==> src/rtl/imm_gen_stage_pkg.sv <==
// Shared opcode and format encodings for the immediate-generation stage,
// its decoder and any instruction builders.
package imm_gen_stage_pkg;
  localparam logic [6:0] OPC_LOAD     = 7'b0000011;
  localparam logic [6:0] OPC_MISC_MEM = 7'b0001111;
  localparam logic [6:0] OPC_OP_IMM   = 7'b0010011;
  localparam logic [6:0] OPC_AUIPC    = 7'b0010111;
  localparam logic [6:0] OPC_OP_IMM32 = 7'b0011011;
  localparam logic [6:0] OPC_STORE    = 7'b0100011;
  localparam logic [6:0] OPC_OP       = 7'b0110011;
  localparam logic [6:0] OPC_LUI      = 7'b0110111;
  localparam logic [6:0] OPC_OP32     = 7'b0111011;
  localparam logic [6:0] OPC_BRANCH   = 7'b1100011;
  localparam logic [6:0] OPC_JALR     = 7'b1100111;
  localparam logic [6:0] OPC_JAL      = 7'b1101111;
  localparam logic [6:0] OPC_SYSTEM   = 7'b1110011;

  typedef enum logic [2:0] {
    FMT_R  = 3'd0,
    FMT_I  = 3'd1,
    FMT_S  = 3'd2,
    FMT_B  = 3'd3,
    FMT_U  = 3'd4,
    FMT_J  = 3'd5,
    FMT_SH = 3'd6
  } fmt_t;
endpackage

==> src/rtl/imm_gen_stage_if.sv <==
// Fetch-side and execute-side handshake bundle of the immediate-generation stage.
interface imm_gen_stage_if
  import imm_gen_stage_pkg::*;
#(
  parameter int XLEN     = 32,
  parameter int PC_WIDTH = 32
) ();
  logic                in_valid;
  logic                in_ready;
  logic [31:0]         in_instr;
  logic [PC_WIDTH-1:0] in_pc;
  logic                out_valid;
  logic                out_ready;
  logic [XLEN-1:0]     out_imm;
  fmt_t                out_fmt;
  logic                out_illegal;
  logic [31:0]         out_instr;
  logic [PC_WIDTH-1:0] out_pc;

  modport master (
    output in_valid, in_instr, in_pc, out_ready,
    input  in_ready, out_valid, out_imm, out_fmt, out_illegal, out_instr, out_pc
  );
  modport slave (
    input  in_valid, in_instr, in_pc, out_ready,
    output in_ready, out_valid, out_imm, out_fmt, out_illegal, out_instr, out_pc
  );
endinterface

==> src/rtl/imm_gen_stage_decode_comb.sv <==
// Combinational RISC-V immediate decoder: instruction -> sign-extended
// immediate, format code and illegal-opcode flag.
module imm_decode_comb
  import imm_gen_stage_pkg::*;
#(
  parameter int XLEN = 32
) (
  input  logic [31:0]     instr,
  output logic [XLEN-1:0] imm,
  output fmt_t            fmt,
  output logic            illegal
);
  localparam bit RV64 = (XLEN == 64);

  logic [6:0] op;
  logic       is_shift;
  assign op       = instr[6:0];
  assign is_shift = (instr[13:12] == 2'b01);  // funct3 001 / 101

  always_comb begin
    imm     = '0;
    fmt     = FMT_R;
    illegal = 1'b0;
    case (op)
      OPC_OP: ;
      OPC_OP32: illegal = !RV64;
      OPC_OP_IMM, OPC_OP_IMM32: begin
        if (op == OPC_OP_IMM32 && !RV64) begin
          illegal = 1'b1;
        end else if (is_shift) begin
          // Word shifts only ever take a 5-bit shamt, even on RV64
          fmt = FMT_SH;
          imm = (RV64 && op == OPC_OP_IMM) ? XLEN'(instr[25:20]) : XLEN'(instr[24:20]);
        end else begin
          fmt = FMT_I;
          imm = XLEN'($signed(instr[31:20]));
        end
      end
      OPC_LOAD, OPC_JALR, OPC_MISC_MEM, OPC_SYSTEM: begin
        fmt = FMT_I;
        imm = XLEN'($signed(instr[31:20]));
      end
      OPC_STORE: begin
        fmt = FMT_S;
        imm = XLEN'($signed({instr[31:25], instr[11:7]}));
      end
      OPC_BRANCH: begin
        fmt = FMT_B;
        imm = XLEN'($signed({instr[31], instr[7], instr[30:25], instr[11:8], 1'b0}));
      end
      OPC_LUI, OPC_AUIPC: begin
        fmt = FMT_U;
        imm = XLEN'($signed({instr[31:12], 12'b0}));
      end
      OPC_JAL: begin
        fmt = FMT_J;
        imm = XLEN'($signed({instr[31], instr[19:12], instr[20], instr[30:21], 1'b0}));
      end
      default: illegal = 1'b1;
    endcase
  end
endmodule

==> src/rtl/imm_gen_stage.sv <==
// Registered immediate-generation stage with a 2-entry skid buffer:
// entry0 drives the outputs, entry1 absorbs one instruction of back-pressure.
module imm_gen_stage
  import imm_gen_stage_pkg::*;
#(
  parameter int XLEN     = 32,
  parameter int PC_WIDTH = 32
) (
  input  logic          clk,
  input  logic          rst_n,
  input  logic          flush,
  imm_gen_stage_if.slave bus
);
  typedef struct packed {
    logic [XLEN-1:0]     imm;
    fmt_t                fmt;
    logic                illegal;
    logic [31:0]         instr;
    logic [PC_WIDTH-1:0] pc;
  } entry_t;

  entry_t          e0, e1, din;
  logic            v0, v1, rdy;
  logic            acc, con, v1_n;
  logic [XLEN-1:0] dimm;
  fmt_t            dfmt;
  logic            dill;

  imm_decode_comb #(.XLEN(XLEN)) u_dec (
    .instr   (bus.in_instr),
    .imm     (dimm),
    .fmt     (dfmt),
    .illegal (dill)
  );

  assign din  = '{imm: dimm, fmt: dfmt, illegal: dill, instr: bus.in_instr, pc: bus.in_pc};
  assign acc  = bus.in_valid & rdy;
  assign con  = v0 & bus.out_ready;
  // Skid slot fills only when the head is occupied and stays put
  assign v1_n = con ? (v1 & acc) : (v1 | (acc & v0));

  always_ff @(posedge clk) begin
    if (!rst_n) begin
      v0  <= 1'b0;
      v1  <= 1'b0;
      rdy <= 1'b0;
      e0  <= '0;
      e1  <= '0;
    end else if (flush) begin
      v0  <= 1'b0;
      v1  <= 1'b0;
      rdy <= 1'b1;
    end else begin
      v1  <= v1_n;
      rdy <= !v1_n;
      if (con) begin
        if (v1) begin
          e0 <= e1;
          if (acc) e1 <= din;
        end else begin
          v0 <= acc;
          if (acc) e0 <= din;
        end
      end else if (acc) begin
        if (!v0) begin
          v0 <= 1'b1;
          e0 <= din;
        end else begin
          e1 <= din;
        end
      end
    end
  end

  assign bus.in_ready    = rdy;
  assign bus.out_valid   = v0;
  assign bus.out_imm     = e0.imm;
  assign bus.out_fmt     = e0.fmt;
  assign bus.out_illegal = e0.illegal;
  assign bus.out_instr   = e0.instr;
  assign bus.out_pc      = e0.pc;
endmodule

==> src/flat_wrapper.sv <==
// flat-port wrapper written by rule: the top's interface ports become plain ports
module imm_gen_stage_flat import imm_gen_stage_pkg::*;
#(
  parameter int XLEN     = 32,
  parameter int PC_WIDTH = 32
)
  (clk, rst_n, flush, bus_in_valid, bus_in_instr, bus_in_pc, bus_out_ready, bus_in_ready, bus_out_valid, bus_out_imm, bus_out_fmt, bus_out_illegal, bus_out_instr, bus_out_pc);
  imm_gen_stage_if #(.XLEN(XLEN), .PC_WIDTH(PC_WIDTH)) bus_i ();
  input  logic clk;
  input  logic rst_n;
  input  logic flush;
  input wire logic [$bits(bus_i.in_valid)-1:0] bus_in_valid;
  input wire logic [$bits(bus_i.in_instr)-1:0] bus_in_instr;
  input wire logic [$bits(bus_i.in_pc)-1:0] bus_in_pc;
  input wire logic [$bits(bus_i.out_ready)-1:0] bus_out_ready;
  output wire logic [$bits(bus_i.in_ready)-1:0] bus_in_ready;
  output wire logic [$bits(bus_i.out_valid)-1:0] bus_out_valid;
  output wire logic [$bits(bus_i.out_imm)-1:0] bus_out_imm;
  output wire logic [$bits(bus_i.out_fmt)-1:0] bus_out_fmt;
  output wire logic [$bits(bus_i.out_illegal)-1:0] bus_out_illegal;
  output wire logic [$bits(bus_i.out_instr)-1:0] bus_out_instr;
  output wire logic [$bits(bus_i.out_pc)-1:0] bus_out_pc;
  assign bus_i.in_valid = bus_in_valid;
  assign bus_i.in_instr = bus_in_instr;
  assign bus_i.in_pc = bus_in_pc;
  assign bus_i.out_ready = bus_out_ready;
  assign bus_in_ready = bus_i.in_ready;
  assign bus_out_valid = bus_i.out_valid;
  assign bus_out_imm = bus_i.out_imm;
  assign bus_out_fmt = bus_i.out_fmt;
  assign bus_out_illegal = bus_i.out_illegal;
  assign bus_out_instr = bus_i.out_instr;
  assign bus_out_pc = bus_i.out_pc;
  imm_gen_stage #(.XLEN(XLEN), .PC_WIDTH(PC_WIDTH)) u_core (.clk(clk), .rst_n(rst_n), .flush(flush), .bus(bus_i));
endmodule
==> config.mk <==
export PLATFORM = sky130hd
export DESIGN_NAME = imm_gen_stage_flat
export DESIGN_NICKNAME = d
export VERILOG_FILES = /design/src/rtl/imm_gen_stage_pkg.sv /design/src/rtl/imm_gen_stage_if.sv /design/src/rtl/imm_gen_stage_decode_comb.sv /design/src/rtl/imm_gen_stage.sv /design/src/flat_wrapper.sv
export SDC_FILE = /design/constraint.sdc
export NUM_CORES = 1
export LEC_CHECK = 0
export CELL_PAD_IN_SITES_DETAIL_PLACEMENT = 1
export CELL_PAD_IN_SITES_GLOBAL_PLACEMENT = 1
export CORE_UTILIZATION = 38
export CTS_CLUSTER_DIAMETER = 200
export CTS_CLUSTER_SIZE = 30
export DETAILED_ROUTE_END_ITERATION = 6
export GPL_TIMING_DRIVEN = 0
export PLACE_DENSITY = 0.79
export SLEW_MARGIN = 20
export SYNTH_ARGS = -nofsm -noshare
export SYNTH_HDL_FRONTEND = slang
export SYNTH_SLANG_ARGS = --single-unit
==> constraint.sdc <==
create_clock -name clk -period 2.2 [get_ports clk]
set_input_delay 0.55 -clock clk [delete_from_list [all_inputs] [get_ports clk]]
set_output_delay 0.55 -clock clk [all_outputs]
set_load 0.05 [all_outputs]
-- Yosys cells after proc, flatten, opt, wreduce, memory -nomap -nowiden
Index checks and enable logic that the tools add are counted.
- word-level logic and storage cells: 71
- flip-flop bits (word level): 203
- reduce and logical (&&, ||, !) cells: 12
- multiplexer cells: 22
- bitwise operators: 7
- equal/unequal tests: 17
- operator list (kind ; number):
    2-to-1 mux 100 bit ; 9
    one-hot mux 32 bit (6 select lines) ; 1
    2-to-1 mux 32 bit ; 2
    equality test 7 bit (second input constant) ; 4
    equality test 7 x 5 -> 1 bit (second input constant) ; 3
    equality test 7 x 6 -> 1 bit (second input constant) ; 3
    one-hot mux 3 bit (6 select lines) ; 1
    OR reduction 10 bit ; 1
    equality test 7 x 2 -> 1 bit (second input constant) ; 1
    equality test 7 x 4 -> 1 bit (second input constant) ; 1
    2-to-1 mux 1 bit ; 6
    2-to-1 mux 3 bit ; 2
    != test 2 bit (second input constant) ; 3
    nonzero test 2 bit ; 3
    OR reduction 2 bit ; 3
    AND reduction 5 bit ; 1
    bitwise AND 1 bit ; 4
    AND reduction 4 bit ; 1
    OR reduction 4 bit ; 1
    equality test 2 x 1 -> 1 bit (second input constant) ; 1
    != test 2 x 1 -> 1 bit (second input constant) ; 1
    NOT 1 bit ; 2
    one-hot mux 1 bit (2 select lines) ; 1
    AND reduction 2 bit ; 1
    other kinds (2) ; 2

-- Logic depth before layout (Yosys ltp)
Gate-level depths: netlist of the first run.
- depth after elaboration: 7
- gate-level depth with buffers: 8
- depth with buffers taken out: 5

-- By module
Synthesis of the first run repeated with hierarchy kept, for this count alone.
- cells, all modules: 1076
- area, all modules: 10390.0 um2
- by module, submodules not included (module ; cells an instance ; area each (um2) ; instances):
    imm_gen_stage ; 965 ; 9596.7 ; 1
    imm_decode_comb ; 111 ; 793.3 ; 1

-- Least setup slack after synthesis of the first run
Ideal clock, no wire load.
- kind: register -> register
- from: register u_core.v0 (netlist: u_core.bus.out_valid)
- to: register u_core.e1[80] in the netlist's numbering
- arrival time: 1909 ps
- data required time: 2059 ps
- setup slack: 151 ps
- period minus slack after synthesis: 2049 ps
- stages on the path, launching flop included: 7
- cell sequence: dfxtp_1 -> buf_2 -> inv_1 -> or3_1 -> clkbuf_1 -> o22ai_1 -> a21oi_1
- longest elaborated chain between the ends: 3
- elaborated cells on any way between the ends: 6
- those cells by class: 1 x eq/ne; 1 x mux; 1 x bitwise; 3 x reduce/logical
- ends and longest elaborated chain (item ; RTL line ; RTL):
    start: declaration ; imm_gen_stage.sv:23 ; logic v0, v1, rdy;
    start signal: assignment ; imm_gen_stage.sv:44 ; v0 <= 1'b0;
    start signal: assignment ; imm_gen_stage.sv:50 ; v0 <= 1'b0;
    start signal: assignment ; imm_gen_stage.sv:61 ; v0 <= acc;
    bitwise AND 1 bit ; imm_gen_stage.sv:38 ; assign con = v0 & bus.out_ready;
    != test 2 x 1 -> 1 bit (no line) / nonzero test 2 bit (equally long branches) ; - ;
    AND reduction 5 bit (no line) ; - ;
    end signal: assignment ; imm_gen_stage.sv:59 ; if (acc) e1 <= din;
    end signal: assignment ; imm_gen_stage.sv:69 ; e1 <= din;
    end: declaration ; imm_gen_stage.sv:22 ; entry_t e0, e1, din;
Several ways; a longest one is shown, not always the timed one.
A chain may end at the register's enable or synchronous reset.

-- Worst setup path in the final report of the first run
- from: register u_core.e0 (netlist bit u_core.bus.out_imm[25])
- to: output bus_out_imm[25]
- RTL lines (item ; RTL line ; RTL):
    start: declaration ; imm_gen_stage.sv:22 ;
    start signal: assignment ; imm_gen_stage.sv:62 ; if (acc) e0 <= din;
    start signal: assignment ; imm_gen_stage.sv:67 ; e0 <= din;
    end: declaration ; flat_wrapper.sv:18 ; output wire logic [$bits(bus_i.out_imm)-1:0] bus_out_imm;
No word-level cell between the ends.

==> metrics.cfg, run 1 <==
[place]
placed_cells=1529
hpwl_um=22280
preCtsSetupSlack_ps=-840.7
placed_area_um2=10540
routabilityCongestion=0.8802
io_buffers=168

[synthesis]
synth_area_leaders=dfxtp_1 48%, nand2_1 13%, a311oi_1 7.3%
async_reset_ff_share_pct=0
yosys_warnings=0
netlist_area_um2=8503
yosysSeqAreaShare_pct=47.79
dominantRegCellSynth=dfxtp_1
synth_edf_count=0
yosysUniqueCellTypes=52
syn_inst=1081
ys_ff_latch=203
synth_top_area_cell=dfxtp_1
synth_area_per_cell_um2=7.866
synth_top_area_share_pct=47.79
syn_nets=1150

[run]
cap_violations=0

[global_routing]
grt_start_max_net_pins=31
track_usage_pct=26.64
grt_pass1_wl_um=47310
antenna_found_initial=0
overflow=0
grt_pass1_vias=8684

[clock_network]
clock_latency_ps=480
clockRootBuffer=clkbuf_16
cts_tree=built
cts_buffer_depth=3
hold_buffers=0
h-tree-depth=1
cts_sinks=203
numCtsBuffers=10
clk_pin_slew_ps=110

[sta]
hold_viol=0
fin_crit_sh_pct=98.82
worst_slack_ps=26.01
tns_ps=0
min_period_ps=2174
clock.fmax_ghz=0.4600
setup_viol=0
skew_ps=11.84
final_max_slew_viol_count=0
relSlewSlack_pct=46.02
worst_slew_pin_slew_ps=809.7
hold_ws_ps=464.0

[cells_and_area]
final_cell_count_no_fill=1540
num_antenna_cells=0
final_area_um2=11010
area_growth_pct=29.43
nNetsFinal=1329
final_util_pct=50.27
drive_gt1_share_pct=7.540

[floorplanning]
rows=54
pin_count=171
die-width_um=151.6
dieArea_um2=22980
die_h_um=151.6
core-area_um2=21890
initial_utilization_pct=38.84

[setup_path]
path_cells=clkdlybuf4s50_1
r2r_cells=7
worstPathArrival_ps=1620
cp.required_ps=1650
crit_path_start_kind=flip-flop
slowest_delay_ps=800
timing.setup.critical_path_class=flip-flop to output port
worst-path-stages=1
cp-end-kind=output port
path_buf_inv=1
cpMaxStageDelayCell=clkdlybuf4s50_1
path_delay_family=buffers and inverters
crit_fanout=2

[routing]
drt_iter0_drc=529
num_vias=8729
routedWlPerCell_um=20.09
drt_wl_total_um=30940
vias_per_cell=5.668
first_pass_iters=4
antenna_left=0
remaining_drc_errors=0

[worst_hold_path]
min_path_type=flip-flop to flip-flop
whs_path_depth=2

[pwr]
power.total_mw=7.093
p_per_area_nw_per_um2=644.5
ir_worst_vdd_mv=0.4062
p_leak_nw=4.752

[status]
status=finished clean

## flip-flops by register name, summed over array words and instances (netlist names)
| register | count |
|---|---|
| u_core.bus.out_illegal | 1 |
| u_core.v1 | 1 |
| u_core.bus.out_fmt | 3 |
| u_core.bus.out_imm | 32 |
| u_core.bus.out_pc | 32 |
| u_core.bus.in_ready | 1 |
| u_core.bus.out_instr | 32 |
| u_core.bus.out_valid | 1 |
| u_core.e1 | 100 |
## power breakdown
group	switching (mW)	internal [mW]	total (mW)
clock	1.23	0.914	2.14
combinational	0.751	0.370	1.12
sequential	0.0567	3.77	3.83
total	2.04	5.06	7.09
## per-layer routing
layer	vias to the layer above	share of wire (%)	global-route usage (%)	wire length [um]
met5	-	0	0	0
met4	0	2.3	7.822	712
li1	4136	-	-	-
met3	48	5.2	3.144	1604
met2	249	47	44.38	14610
met1	4296	45	36.06	14010
## area by class of cell
class,count,area (um^2)
timing repair buffer,170,1743
multi-input combinational,770,4038
buffer,99,504.2
sequential,203,4064
inverter,6,22.52
tap,280,350.3
clock buffer,11,275.3
clock inverter,1,8.758
fill,2716,10890
## cell families after synthesis
group                  share of synthesized area, %
AOI/OAI and AO/OA                             24.65
buffers and inverters                         5.650
DFF                                           47.79
muxes                                        0.1177
and+or+nand+nor                               21.79
## synth_stat cells (all sizes together) (4+ instances only)
cell type,instances
clkbuf,65
a21oi,116
nor2,98
nor3,10
nand3,16
o2111ai,7
buf,37
and3,8
nand2,302
a221oi,9
o21bai,4
o21ai,54
o211ai,8
dfxtp,203
a31oi,17
a311oi,80
inv,6
o22ai,4
## worst paths after layout
| kind | from | to | slack (ps) |
|---|---|---|---|
| max reg2reg | u_core.bus.out_valid$_SDFFE_PP0P_ | u_core.bus.out_fmt[1]$_SDFFE_PN0P_ | 190 |
| max | u_core.bus.out_imm[25]$_SDFFE_PN0P_ | bus_out_imm[25] | 30 |
| min | u_core.e1[62]$_SDFFE_PN0P_ | u_core.e1[62]$_SDFFE_PN0P_ | 460 |
| min reg2reg | u_core.e1[62]$_SDFFE_PN0P_ | u_core.e1[62]$_SDFFE_PN0P_ | 460 |
## layout by cell type (no fill, tap or decap), types with 3 or more instances in the layout
master           Yosys  layout
nand2_1            302     302
dfxtp_1            203     203
a21oi_1            116     115
nor2_1              98      96
a311oi_1            71      71
clkdlybuf4s50_1      0      64
dlygate4sd2_1        0      57
o21ai_0             52      52
dlymetal6s2s_1       0      47
clkbuf_1            65      46
buf_2               27      25
a31oi_1             17      17
nand3_1             16      16
clkbuf_2             0      15
clkbuf_16            0      11
nor3_1               9       9
a311oi_2             9       9
and3_1               8       8
o211ai_1             8       8
a221oi_1             9       8
buf_6                5       7
o2111ai_1            7       7
buf_4                1       6
inv_1                5       5
o21bai_1             4       4
nand4b_1             3       3
nand2b_1             3       3
## repair_timing
item	in CTS	in global routing
gates resized for setup	87	72
pin swaps	1	1
setup endpoints to repair	214	206
cloned	0	0
setup buffers	0	2
No activity file was read; power rests on OpenSTA's default activity.
==> run 2, diff against run 1 <==
--- a/config.mk
+++ b/config.mk
@@ -7,6 +7,8 @@
 export LEC_CHECK = 0
 export CELL_PAD_IN_SITES_DETAIL_PLACEMENT = 1
 export CELL_PAD_IN_SITES_GLOBAL_PLACEMENT = 1
+export CORE_ASPECT_RATIO = 0.8
+export CORE_MARGIN = 1
 export CORE_UTILIZATION = 38
 export CTS_CLUSTER_DIAMETER = 200
 export CTS_CLUSTER_SIZE = 30
==> run 2 against run 1 <==
The run now ends with negative setup slack left. Combinational power about the same. Critical path depth increased by 8. Non-clock buffer count increased by 5. Critical endpoint is now u_core.bus.out_imm[30]$_SDFFE_PN0P_. Critical path type is now input port to flip-flop.
==> metrics.cfg, run 2 (synthesized netlist as in run 1, its figures left out) <==
[setup_path]
timing.setup.critical_path_class=input port to flip-flop
crit_path_start_kind=input port
r2r_cells=7
crit_path_start=bus_in_instr[2]
r2r_slack_ps=100
r2r-end=u_core.bus.out_pc[27]$_SDFFE_PN0P_
crit_fanout=10
cp.required_ps=2540
r2r-start=u_core.bus.out_valid$_SDFFE_PP0P_
endpoint=u_core.bus.out_imm[30]$_SDFFE_PN0P_
cp-end-kind=flip-flop
worstPathArrival_ps=2570

[sta]
final_max_slew_viol_count=0
relSlewSlack_pct=40.40
worst_slew_pin_slew_ps=894.1
rsz0062_at_grt=true
hold_viol=0
fin_crit_sh_pct=101.4
setup_viol=9
skew_ps=21.15
clock.fmax_ghz=0.4481
worst_slack_ps=-31.58
min_period_ps=2232

[status]
status=finished, violations left
violations=negative setup slack

[clock_network]
cts_tree=built
cts_sinks=203
clock_latency_ps=480
clk_pin_slew_ps=130
clockRootBuffer=clkbuf_16
h-tree-depth=1
numCtsBuffers=10
cts_buffer_depth=3

[pwr]
p_leak_nw=4.866
ir_worst_vdd_mv=0.4864
p_per_area_nw_per_um2=638.7

[floorplanning]
rows=48
dieArea_um2=22980
initial_utilization_pct=39.11
pin_count=171
die-width_um=169.2
core-area_um2=21740
die_h_um=135.8

[routing]
first_pass_iters=5
remaining_drc_errors=0
routedWlPerCell_um=19.96
drt_iter0_drc=651
vias_per_cell=5.552
num_vias=8689
drt_wl_total_um=31230
antenna_left=0

[place]
routabilityCongestion=0.8817
io_buffers=168
placed_area_um2=10560
hpwl_um=22480

[cells_and_area]
largest_reg_flops=100
area_growth_pct=31.14
num_antenna_cells=0
final_util_pct=51.29
nNetsFinal=1334
most-common-layout-cells=302 x nand2_1, 203 x dfxtp_1, 115 x a21oi_1
drive_gt1_share_pct=8.775
fill_cells=2686
final_area_um2=11150
largest_register=u_core.e1
final_common_cell=nand2_1

[global_routing]
overflow=0
grt_pass1_vias=8476
track_usage_pct=26.48
grt_pass1_wl_um=47540
antenna_found_initial=0
grt_start_max_net_pins=31

[run]
cap_violations=0

[worst_hold_path]
min_path_type=input port to flip-flop
worstHoldStart=bus_in_instr[13]

==> run 2: cell types whose count changed in the layout (fill, tap and decap cells not counted), moves of 2 or more <==
cell and change:
clkbuf_1 -7, clkbuf_2 +7, buf_4 +4, clkdlybuf4s50_1 -3, dlymetal6s2s_1 +3, o22ai_2 +2
==> run 2: critical path: stages <==
cell             delay, ps
clkdlybuf4s15_1        400
buf_6                  200
nand4b_1               170
o22ai_2                110
or3b_1                 380
buf_6                  160
o21ai_4                300
clkbuf_16              220
a311oi_2                80
==> run 2: what timing repair did <==
action	CTS	global route
setup buffers	3	3
pin swaps	2	5
hold buffers	0	0
gates cloned	0	1
setup endpoints to repair	253	172
gates resized for setup	87	97
==> run 2: worst min path at each step <==
stage | end | cells after the start | slack (ps)
2_1_floorplan | u_core.e1[73]$_SDFFE_PN0P_ | 2 | 430
3_3_place_gp | u_core.e1[74]$_SDFFE_PN0P_ | 2 | 440
3_5_place_dp | u_core.e1[34]$_SDFFE_PN0P_ | 2 | 450
4_1_cts | u_core.e1[52]$_SDFFE_PN0P_ | 2 | 460
5_1_grt | u_core.e1[45]$_SDFFE_PN0P_ | 3 | 440
6_report | u_core.e1[45]$_SDFFE_PN0P_ | 3 | 430
==> run 2: per-layer routing <==
metal	part of all wire, %	vias to the layer above	track usage [%]
li1	-	4145	-
met1	48	4216	38.43
met2	44	290	41.22
met3	6.1	38	3.506
met4	1.8	0	6.757
met5	0	-	0
==> run 2: report_power, final <==
part	switching, mW	internal, mW	total, mW	leakage (nW)
Sequential	0.0555	3.77	3.83	1.65
Clock	1.24	0.915	2.15	0.140
Combinational	0.766	0.376	1.14	3.08
==> run 2: cell type report <==
class	count	area [um^2]	area share [%]
Buffer	99	511.7	4.589
Tap cell	300	375.4	3.366
Multi-Input combinational cell	770	4074	36.54
Timing Repair Buffer	175	1819	16.32
Clock buffer	11	275.3	2.469
Clock inverter	1	8.758	0.07855
Inverter	6	22.52	0.2020
Sequential cell	203	4064	36.45
==> run 2: metrics by stage <==
stage	TNS [ps]	setup WS, ps	hold WS [ps]	total power, mW	instances
final	-118.3	-31.58	426.8	7.122	1565
after global routing	-915.8	-67.96	435.5	7.361	1565
after CTS	-46.54	-46.54	463.5	7.133	1561
after detailed placement	-153000	-964.0	447.0	5.055	1549
after global placement	-142980	-901.5	441.9	5.040	1549
after floorplan	0	150.7	432.3	4.557	1081
